File: src/rtl/uart_rx_pkg.sv
// Shared widths, default oversampling ratio and sample-point helper for the UART receiver.
package uart_rx_pkg;

  localparam int EDGE_W           = 6;
  localparam int BIT_W            = 4;
  localparam int PRESCALE_DEFAULT = 8;

  // Bit-centre edge index M for a given oversampling ratio.
  function automatic int mid_edge(input int prescale);
    return prescale / 2;
  endfunction

endpackage

File: src/rtl/uart_rx_edge_bit_cnt.sv
// Oversample edge counter and bit counter with wrap and synchronous clear on !en_i.
module uart_rx_edge_bit_cnt
  import uart_rx_pkg::*;
#(
  parameter int PRESCALE = PRESCALE_DEFAULT
) (
  input  logic              clk,
  input  logic              rst,
  input  logic              en_i,
  output logic [EDGE_W-1:0] edge_cnt_o,
  output logic [BIT_W-1:0]  bit_cnt_o
);

  localparam logic [EDGE_W-1:0] LAST_EDGE = EDGE_W'(PRESCALE - 1);

  logic [EDGE_W-1:0] edge_q, edge_d;
  logic [BIT_W-1:0]  bit_q, bit_d;

  always_comb begin
    edge_d = '0;
    bit_d  = '0;
    if (en_i) begin
      if (edge_q == LAST_EDGE) begin
        edge_d = '0;
        bit_d  = bit_q + 1'b1;  // wraps 15 -> 0; the FSM ends the frame
      end else begin
        edge_d = edge_q + 1'b1;
        bit_d  = bit_q;
      end
    end
  end

  always_ff @(posedge clk or posedge rst) begin
    if (rst) begin
      edge_q <= '0;
      bit_q  <= '0;
    end else begin
      edge_q <= edge_d;
      bit_q  <= bit_d;
    end
  end

  assign edge_cnt_o = edge_q;
  assign bit_cnt_o  = bit_q;

endmodule

File: src/rtl/uart_rx_sampler.sv
// UART RX oversampling front end: 3-sample majority vote around each bit centre.
// Define UART_RX_SAMPLER_SYNC_EN to insert a 2-flop synchronizer on rx_in.
module uart_rx_sampler
  import uart_rx_pkg::*;
#(
  parameter int PRESCALE = PRESCALE_DEFAULT
) (
  input  logic              clk,
  input  logic              rst,
  input  logic              rx_in,
  input  logic              samp_en,
  output logic [EDGE_W-1:0] edge_cnt,
  output logic [BIT_W-1:0]  bit_cnt,
  output logic              sampled_bit,
  output logic              sample_valid,
  output logic              start_glitch
);

  localparam int M = mid_edge(PRESCALE);
  localparam logic [EDGE_W-1:0] E_S0   = EDGE_W'(M - 1);
  localparam logic [EDGE_W-1:0] E_S1   = EDGE_W'(M);
  localparam logic [EDGE_W-1:0] E_VOTE = EDGE_W'(M + 1);

  logic rx_s;

`ifdef UART_RX_SAMPLER_SYNC_EN
  logic [1:0] sync_q;
  always_ff @(posedge clk or posedge rst) begin
    if (rst) sync_q <= 2'b11;
    else     sync_q <= {sync_q[0], rx_in};
  end
  assign rx_s = sync_q[1];
`else
  assign rx_s = rx_in;
`endif

  uart_rx_edge_bit_cnt #(.PRESCALE(PRESCALE)) u_cnt (
    .clk        (clk),
    .rst        (rst),
    .en_i       (samp_en),
    .edge_cnt_o (edge_cnt),
    .bit_cnt_o  (bit_cnt)
  );

  logic s0_q, s1_q, sampled_q, valid_q, glitch_q;
  logic vote_d;

  assign vote_d = (s0_q & s1_q) | (s0_q & rx_s) | (s1_q & rx_s);

  always_ff @(posedge clk or posedge rst) begin
    if (rst) begin
      s0_q      <= 1'b1;
      s1_q      <= 1'b1;
      sampled_q <= 1'b1;
      valid_q   <= 1'b0;
      glitch_q  <= 1'b0;
    end else begin
      valid_q  <= 1'b0;
      glitch_q <= 1'b0;
      // Counters clear whenever samp_en drops, so a partial vote is never completed.
      if (samp_en) begin
        if (edge_cnt == E_S0) s0_q <= rx_s;
        if (edge_cnt == E_S1) s1_q <= rx_s;
        if (edge_cnt == E_VOTE) begin
          sampled_q <= vote_d;
          valid_q   <= 1'b1;
          glitch_q  <= (bit_cnt == '0) && vote_d;
        end
      end
    end
  end

  assign sampled_bit  = sampled_q;
  assign sample_valid = valid_q;
  assign start_glitch = glitch_q;

endmodule

File: config.mk
export PLATFORM = sky130hd
export DESIGN_NAME = uart_rx_sampler
export DESIGN_NICKNAME = d
export VERILOG_FILES = /design/src/rtl/uart_rx_pkg.sv /design/src/rtl/uart_rx_edge_bit_cnt.sv /design/src/rtl/uart_rx_sampler.sv
export SDC_FILE = /design/constraint.sdc
export NUM_CORES = 1
export LEC_CHECK = 0
export CAP_MARGIN = 20
export CORE_MARGIN = 4
export CORE_UTILIZATION = 45
export CTS_BUF_LIST = sky130_fd_sc_hd__clkbuf_8
export CTS_CLUSTER_SIZE = 12
export DETAILED_ROUTE_END_ITERATION = 12
export MAX_ROUTING_LAYER = met4
export PLACE_DENSITY = 0.72
export SKIP_CTS_REPAIR_TIMING = 1
export SLEW_MARGIN = 10
export SYNTH_ARGS = -nofsm -noshare
export SYNTH_HDL_FRONTEND = slang
export SYNTH_SLANG_ARGS = --single-unit
File: constraint.sdc
create_clock -name clk -period 4 [get_ports clk]
set_input_delay 1 -clock clk [delete_from_list [all_inputs] [get_ports clk]]
set_output_delay 1 -clock clk [all_outputs]
set_load 0.005 [all_outputs]
## Yosys cells after proc, flatten, opt, wreduce, memory -nomap -nowiden

Cells that the tools add are included.

- Add/sub/neg operators: 2
- Equality and inequality tests: 5
- Mux-type cells: 8
- Bitwise logic cells: 5
- Reduce and logical (&&, ||, !) cells: 5

Operator list:

| kind | number |
|---|---|
| $eq A6 B3 Y1 const B | 3 |
| $mux W6 | 2 |
| $mux W4 | 2 |
| $add A6 B1 Y6 const B | 1 |
| $eq A6 B2 Y1 const B | 1 |
| $reduce_and A2 Y1 | 3 |
| $add A4 B1 Y4 const B | 1 |
| $logic_not A4 Y1 | 1 |
| $mux W1 | 4 |
| $and A1 B1 Y1 | 3 |
| $ne A2 B1 Y1 const B | 1 |
| $or A1 B1 Y1 | 2 |
| $logic_and A1 B1 Y1 | 1 |

- Flip-flop bits (word level): 15
- Input port bits: 4
- Output and inout bits: 13
- Logic and storage cells: 32

## Depth between registers and ports, before layout

Gate-level depths: netlist of the first run.

- Word-level depth: 6
- Depth in mapped cells: 4
- Depth with buffers taken out: 4

## Cells and area by module

A second synthesis of the first run with hierarchy kept.

- Cell total of the unflattened synthesis: 65
- Area, all modules: 732.0 µm²

By module, submodules not included:

| module | instances | cells an instance | area each (µm²) | sequential area each (µm²) |
|---|---|---|---|---|
| uart_rx_edge_bit_cnt | 1 | 47 | 494.2 | 250.2 |
| uart_rx_sampler | 1 | 18 | 237.7 | 128.9 |

## Worst setup path before layout of the first run

OpenSTA, ideal clock, no wires.

- Kind: input -> register
- Start: input port samp_en
- End: register sampled_q (netlist: sampled_bit)
- Library setup time: 82 ps
- Arrival time: 1881 ps
- Data required time: 3918 ps
- Path slack: 2037 ps
- Cell stages on the path: 3
- Path buffers: 0
- Cell sequence: nor4b_1 > and3_1 > mux2_2

- Cells in the longest elaborated chain, start to end: 1

Ends and longest elaborated chain:

| item | RTL line | text |
|---|---|---|
| start: declaration | uart_rx_sampler.sv:11 | `input logic samp_en,` |
| $reduce_and A2 Y1 (no line) | - |  |
| end signal: assignment | uart_rx_sampler.sv:65 | `sampled_q <= vote_d;` |
| end: declaration | uart_rx_sampler.sv:45 | `logic s0_q, s1_q, sampled_q, valid_q, glitch_q;` |

Every way passes these cells.
A chain may end at the register's enable or synchronous reset.

## Worst setup path after layout of the first run

Same ends and word-level chain as after synthesis.

==> results of run 1 <==
[registers in the layout, summed over array words and instances, names as in the netlist]
register and flops:
s0_q 1, s1_q 1, sample_valid 1, sampled_bit 1
start_glitch 1, u_cnt.bit_cnt_o 4, u_cnt.edge_cnt_o 6
[metrics by stage]
step / power, mW / utilization, % / instances / area (sq um) / setup slack, ns
2_1_floorplan: 0.2049 / - / 69 / 753.2 / 2.037
3_3_place_gp: 0.2212 / 59.98 / 99 / 924.6 / 1.221
3_5_place_dp: 0.2233 / 59.98 / 99 / 924.6 / 1.143
4_1_cts: 0.3434 / 62.91 / 103 / 969.7 / 1.400
5_1_grt: 0.3563 / 62.91 / 103 / 969.7 / 1.209
6_report: 0.3402 / 62.91 / 103 / 969.7 / 1.365
[worst paths after layout]
path / end / depth (start not counted) / start
min in group asynchronous: u_cnt.edge_cnt_o[4]$_DFF_PP0_ / 2 / rst
max in group asynchronous: s1_q$_DFFE_PP1P_ / 2 / rst
hold reg to reg: u_cnt.edge_cnt_o[0]$_DFF_PP0_ / 1 / u_cnt.edge_cnt_o[0]$_DFF_PP0_
hold / removal: u_cnt.edge_cnt_o[0]$_DFF_PP0_ / 1 / u_cnt.edge_cnt_o[0]$_DFF_PP0_
setup reg to reg: sampled_bit$_DFFE_PP1P_ / 3 / u_cnt.edge_cnt_o[3]$_DFF_PP0_
setup / recovery: sampled_bit$_DFFE_PP1P_ / 4 / samp_en
[layer usage]
layer	vias to the layer above	routed length, microns	GRT usage, %
li1	268	-	-
met1	256	651	14.84
met2	16	698	21.30
met3	4	73	3.058
met4	0	27	8.072
met5	-	0	-
[placed cells by master, fill, tap and decap left out]
cell type,netlist,routed
sky130_fd_sc_hd__o211ai_1,1,1
sky130_fd_sc_hd__nor3b_1,1,1
sky130_fd_sc_hd__xnor2_1,1,1
sky130_fd_sc_hd__maj3_1,1,1
sky130_fd_sc_hd__and2_1,3,3
sky130_fd_sc_hd__a21boi_1,1,1
sky130_fd_sc_hd__dfrtp_1,12,12
sky130_fd_sc_hd__o31ai_1,1,1
sky130_fd_sc_hd__dfstp_2,3,3
sky130_fd_sc_hd__ha_1,5,5
sky130_fd_sc_hd__or3_2,1,1
sky130_fd_sc_hd__nor2_1,3,3
sky130_fd_sc_hd__and3_1,2,2
sky130_fd_sc_hd__o21ai_0,2,2
sky130_fd_sc_hd__nand3b_1,1,1
sky130_fd_sc_hd__inv_1,5,6
sky130_fd_sc_hd__a21boi_0,1,1
sky130_fd_sc_hd__mux2i_1,2,2
sky130_fd_sc_hd__nand3_1,5,5
sky130_fd_sc_hd__clkdlybuf4s50_1,0,16
sky130_fd_sc_hd__nor4b_1,1,1
sky130_fd_sc_hd__mux2_2,3,3
sky130_fd_sc_hd__or4_1,1,1
sky130_fd_sc_hd__xor2_1,2,2
sky130_fd_sc_hd__or3_4,1,1
sky130_fd_sc_hd__clkbuf_8,0,3
sky130_fd_sc_hd__nand2_1,7,7
sky130_fd_sc_hd__or4b_2,1,1
[cell usage after synthesis (all sizes together)]
| master | instances |
|---|---|
| xnor2 | 1 |
| nand3 | 5 |
| mux2 | 3 |
| o211ai | 1 |
| or4b | 1 |
| xor2 | 2 |
| dfrtp | 12 |
| nor3b | 1 |
| inv | 5 |
| and3 | 2 |
| a21boi | 2 |
| o31ai | 1 |
| nor4b | 1 |
| buf | 1 |
| maj3 | 1 |
| o21ai | 2 |
| mux2i | 2 |
| nand2 | 7 |
| and2 | 3 |
| or4 | 1 |
| dfstp | 3 |
| nor2 | 3 |
| ha | 5 |
| clkbuf | 1 |
| or3 | 2 |
| nand3b | 1 |
[area by class of cell]
type | instances | area [sq um]
fillers | 143 | 571.8
flip-flops and latches | 15 | 379.1
multi-input cells | 47 | 346.6
repair buffers | 16 | 160.2
clock buffers | 3 | 41.29
well taps | 16 | 20.02
inverters | 5 | 18.77
clock inverters | 1 | 3.754
[cells by family after synthesis]
logic type      synth area share, %
compound gates                5.317
xor+xnor                      3.489
fa+ha+maj                     9.635
buf+inv                       3.654
flops                         50.33
mux                           7.143
simple gates                  20.43
[critical path, cell delays in order]
cell                              delay [ns]
sky130_fd_sc_hd__clkdlybuf4s50_1        0.68
sky130_fd_sc_hd__nor4b_1                0.49
sky130_fd_sc_hd__and3_1                 0.30
sky130_fd_sc_hd__mux2_2                 0.34
[power by group]
group	total, mW	switching (mW)	internal [mW]
combinational	0.0410	0.0166	0.0244
clock	0.120	0.0521	0.0679
sequential	0.179	0.00855	0.171
==> flow_metrics.tcl, run 1 <==
set metrics [dict create \
    worstSetupStartpointType "primary input" \
    synth_top_cell_by_area "sky130_fd_sc_hd__dfrtp_1" \
    cts-root-to-sink-buffers 2 \
    cp.arrival_ns 2.81 \
    io_buffer_count 16 \
    drcViolationCount 0 \
    die_h_microns 48.91 \
    ant_nets 0 \
    num-nets-final 97 \
    grt_first_pass_wirelength_microns 2366 \
    finalHoldViolCount 0 \
    netlist_area_sq_um 753.2 \
    worstMarginPinSlew_ns 0.5606 \
    yosys_warnings 0 \
    post_drt_wl_per_cell_microns 14.08 \
    post_drt_via_cell_ratio 5.282 \
    required_ns 4.17 \
    crit_path_end_kind "register" \
    initial_antenna_violation_count 0 \
    core.rowCount 14 \
    global_route.overflow_total 0 \
    static_leakage_nw 0.4324 \
    rsz0062_at_grt "false" \
    setup_viol 0 \
    dpl.hpwl_microns 1087 \
    post_synth_num_cell_types 28 \
    antennaDiodeCount 0 \
    power_density_mw_per_mm2 350.8 \
    numClockSinks 15 \
    post-synth-top-area-fraction_pct 39.87 \
    clk_transition_reported_paths_ns 0.06 \
    timing_worst_setup_path_type "primary input to register" \
    area_delta_synth_final_pct 28.74 \
    r2r_slack_ns 2.31 \
    clk_root_buffer_cell "sky130_fd_sc_hd__clkbuf_8" \
    drive_gt1_share_pct 13.79 \
    io-pin-count 17 \
    track_usage_pct 13.28 \
    cts_tree "built" \
    synth.yosys.seq_area_share_pct 50.33 \
    initial_utilization_pct 48.86 \
    holdCritPathClass "register to register" \
    cts_inserted_buffers 3 \
    postSynthNetCount 78 \
    first_global_vias 528 \
    finClkSkew_ns 0.002238 \
    fin_crit_ns 2.635 \
    fp.coreArea_sq_mm 0.001541 \
    fp.dieArea_sq_mm 0.002392 \
    fin_worst_hold_slack_ns 0.5649 \
    horiz_die_dim_microns 48.91 \
    largest_driver_fanout_on_the_critical_path 13 \
    status "complete, no violations" \
    maximum_capacitance_violations 0 \
    max-vdd-ir-drop_v 0.0001902 \
    totalNegativeSetupSlack_ns 0 \
    drt-total-wl_microns 1450 \
    clock_insertion_delay_worst_skew_ns 0.25 \
    route.vias.total 544 \
    report.final.slew_viol_count 0 \
    first_pass_iters 3 \
    place_congestion 0.7013 \
    synth_seq_cells 15 \
    final.period_utilization_pct 65.88 \
    first_iter_violations 4 \
    yosys-top-cells-area "sky130_fd_sc_hd__dfrtp_1 40%, sky130_fd_sc_hd__dfstp_2 10%, sky130_fd_sc_hd__ha_1 8.3%, sky130_fd_sc_hd__mux2_2 4.5%, sky130_fd_sc_hd__nand2_1 3.5%" \
    avgSynthCellArea_sq_um 10.92 \
    syn-instance-count 69 \
    achievable-frequency_mhz 379.5 \
    htree_levels 1 \
    max_slew_margin_pct 62.59 \
    largest_net_degree_at_the_start_of_global_routing 16 \
]
(Power assumes the default switching activity.)
==> run 2, diff against run 1 <==
--- a/config.mk
+++ b/config.mk
@@ -12,7 +12,7 @@
 export CTS_CLUSTER_SIZE = 12
 export DETAILED_ROUTE_END_ITERATION = 12
 export MAX_ROUTING_LAYER = met4
-export PLACE_DENSITY = 0.72
+export PLACE_DENSITY = 0.75
 export SKIP_CTS_REPAIR_TIMING = 1
 export SLEW_MARGIN = 10
 export SYNTH_ARGS = -nofsm -noshare
==> constraint.sdc (replaced) <==
create_clock -name clk -period 2.11 [get_ports clk]
set_input_delay 0.5275 -clock clk [delete_from_list [all_inputs] [get_ports clk]]
set_output_delay 0.5275 -clock clk [all_outputs]
set_load 0.005 [all_outputs]
==> run 2 against run 1 <==
  * Final cell count increased by 1.9%
  * Hold slack lost 0.0049 ns
  * Flip-flop and latch count unchanged
  * Total power is 90% higher
  * Clock-buffer cell count unchanged
==> flow_metrics.tcl, run 2 (synthesis results as in run 1) <==
set metrics [dict create \
    status "complete, no violations" \
    drt-total-wl_microns 1377 \
    finClkSkew_ns 0.003255 \
    initial_utilization_pct 48.86 \
    mostFrequentLayoutCells "16 x sky130_fd_sc_hd__clkdlybuf4s50_1, 12 x sky130_fd_sc_hd__dfrtp_1, 7 x sky130_fd_sc_hd__nand2_1" \
    area_delta_synth_final_pct 30.90 \
    maximum_capacitance_violations 0 \
    achievable-frequency_mhz 546.8 \
    power.sequential.fraction_pct 52.6 \
    grt_first_pass_wirelength_microns 2421 \
    clockPowerShare_pct 35.0 \
    grt_most_used_layer "met2" \
    final.period_utilization_pct 86.68 \
    clock_insertion_delay_worst_skew_ns 0.24 \
    cp_top_family "buffers and inverters" \
    place_congestion 0.6847 \
    final_common_cell "sky130_fd_sc_hd__clkdlybuf4s50_1" \
    crit_path_end_kind "output pin" \
    first_pass_iters 3 \
    sw_frac_of_total_pct 22.29 \
    largest_net_degree_at_the_start_of_global_routing 16 \
    cts_inserted_buffers 3 \
    drcViolationCount 0 \
    final_critical_path_setup_slack_ns 0.2810 \
    drive_gt1_share_pct 16.85 \
    power_density_mw_per_mm2 655.6 \
    cpMaxStageDelayCell "sky130_fd_sc_hd__clkdlybuf4s50_1" \
    fp.dieArea_sq_mm 0.002392 \
    fin_crit_ns 1.829 \
    largest_driver_fanout_on_the_critical_path 9 \
    finalHoldViolCount 0 \
    first_iter_violations 14 \
    global_route.overflow_total 0 \
    largest_register_ffs 6 \
    max_slew_margin_pct 63.18 \
    num-nets-final 99 \
    route.vias.total 557 \
    power.share.combinational_pct 12.4 \
    setup_viol 0 \
    finalPower_mw 0.6464 \
    max-vdd-ir-drop_v 0.0004202 \
    timing.critical_path.cells "clkdlybuf4s50_1" \
    r2r_slack_ns 0.51 \
    cts_tree "built" \
    holdCritPathClass "register to register" \
    io_buffer_count 16 \
    placed_cell_area_sq_um 939.7 \
    static_leakage_nw 0.4406 \
    groute.layer.met1.usage_pct 15.74 \
    htree_levels 1 \
    fp.coreArea_sq_mm 0.001541 \
    finalInstanceArea_sq_um 985.9 \
    die_h_microns 48.91 \
    report.final.slew_viol_count 0 \
    cts-root-to-sink-buffers 2 \
    met3_usage_pct 2.752 \
    totalNegativeSetupSlack_ns 0 \
    numClockSinks 15 \
    cp.arrival_ns 1.30 \
    initial_antenna_violation_count 0 \
    netSwitchingPower_mw 0.1441 \
    core.rowCount 14 \
    internal_power_mw 0.5023 \
    fin_worst_hold_slack_ns 0.5600 \
    worstMarginPinSlew_ns 0.5516 \
    ant_nets 0 \
    post_drt_via_cell_ratio 5.305 \
    post_drt_wl_per_cell_microns 13.11 \
    antennaDiodeCount 0 \
    worstSetupStartpointType "register" \
    first_global_vias 559 \
    horiz_die_dim_microns 48.91 \
    required_ns 1.58 \
    clk_transition_reported_paths_ns 0.06 \
    dpl.hpwl_microns 1040 \
    rsz0062_at_grt "false" \
    track_usage_pct 13.06 \
    io-pin-count 17 \
    timing_worst_setup_path_type "register to output pin" \
    cp_slowest_stage_delay_ns 0.56 \
    clk_root_buffer_cell "sky130_fd_sc_hd__clkbuf_8" \
    dp_worst_setup_slack_ns 0.09368 \
    worst-path-buf-inv 1 \
    met2_track_usage_gr_pct 20.43 \
]
-- run 2: layout make-up --
class	instances	area, sq um
Sequential cell	15	379.1
Clock buffer	3	41.29
Timing Repair Buffer	18	175.2
Multi-Input combinational cell	47	346.6
Tap cell	16	20.02
Inverter	5	18.77
Clock inverter	1	5.005
Fill cell	136	555.5
-- run 2: final timing paths --
path	start	depth (start not counted)	end
worst max-delay path	u_cnt.edge_cnt_o[2]$_DFF_PP0_	1	edge_cnt[2]
worst min-delay path	u_cnt.edge_cnt_o[0]$_DFF_PP0_	1	u_cnt.edge_cnt_o[0]$_DFF_PP0_
worst max register to register	u_cnt.edge_cnt_o[3]$_DFF_PP0_	3	u_cnt.bit_cnt_o[3]$_DFFE_PP0P_
worst min register to register	u_cnt.edge_cnt_o[0]$_DFF_PP0_	1	u_cnt.edge_cnt_o[0]$_DFF_PP0_
max in group asynchronous	rst	2	s0_q$_DFFE_PP1P_
min in group asynchronous	rst	2	start_glitch$_DFF_PP0_
-- run 2: stage by stage --
stage / cells / utilization [%]
CTS: 105 / 63.96
finish: 105 / 63.96
detailed placement: 101 / 60.96
global placement: 101 / 60.96
global route: 105 / 63.96
floorplan: 69 / -
-- run 2: per-layer routing --
layer	wire length [microns]	vias to the layer above
li1	-	274
met4	27	0
met5	0	-
met3	52	4
met1	655	264
met2	642	15
-- run 2: power groups by stage --
stage                     clock network (mW)  logic (mW)  registers, mW
final                                  0.226      0.0800          0.340
after global routing                   0.257      0.0886          0.343
after CTS                              0.235      0.0816          0.340
after detailed placement                   0      0.0808          0.345
after global placement                     0      0.0785          0.343
after floorplan                            0      0.0477          0.341
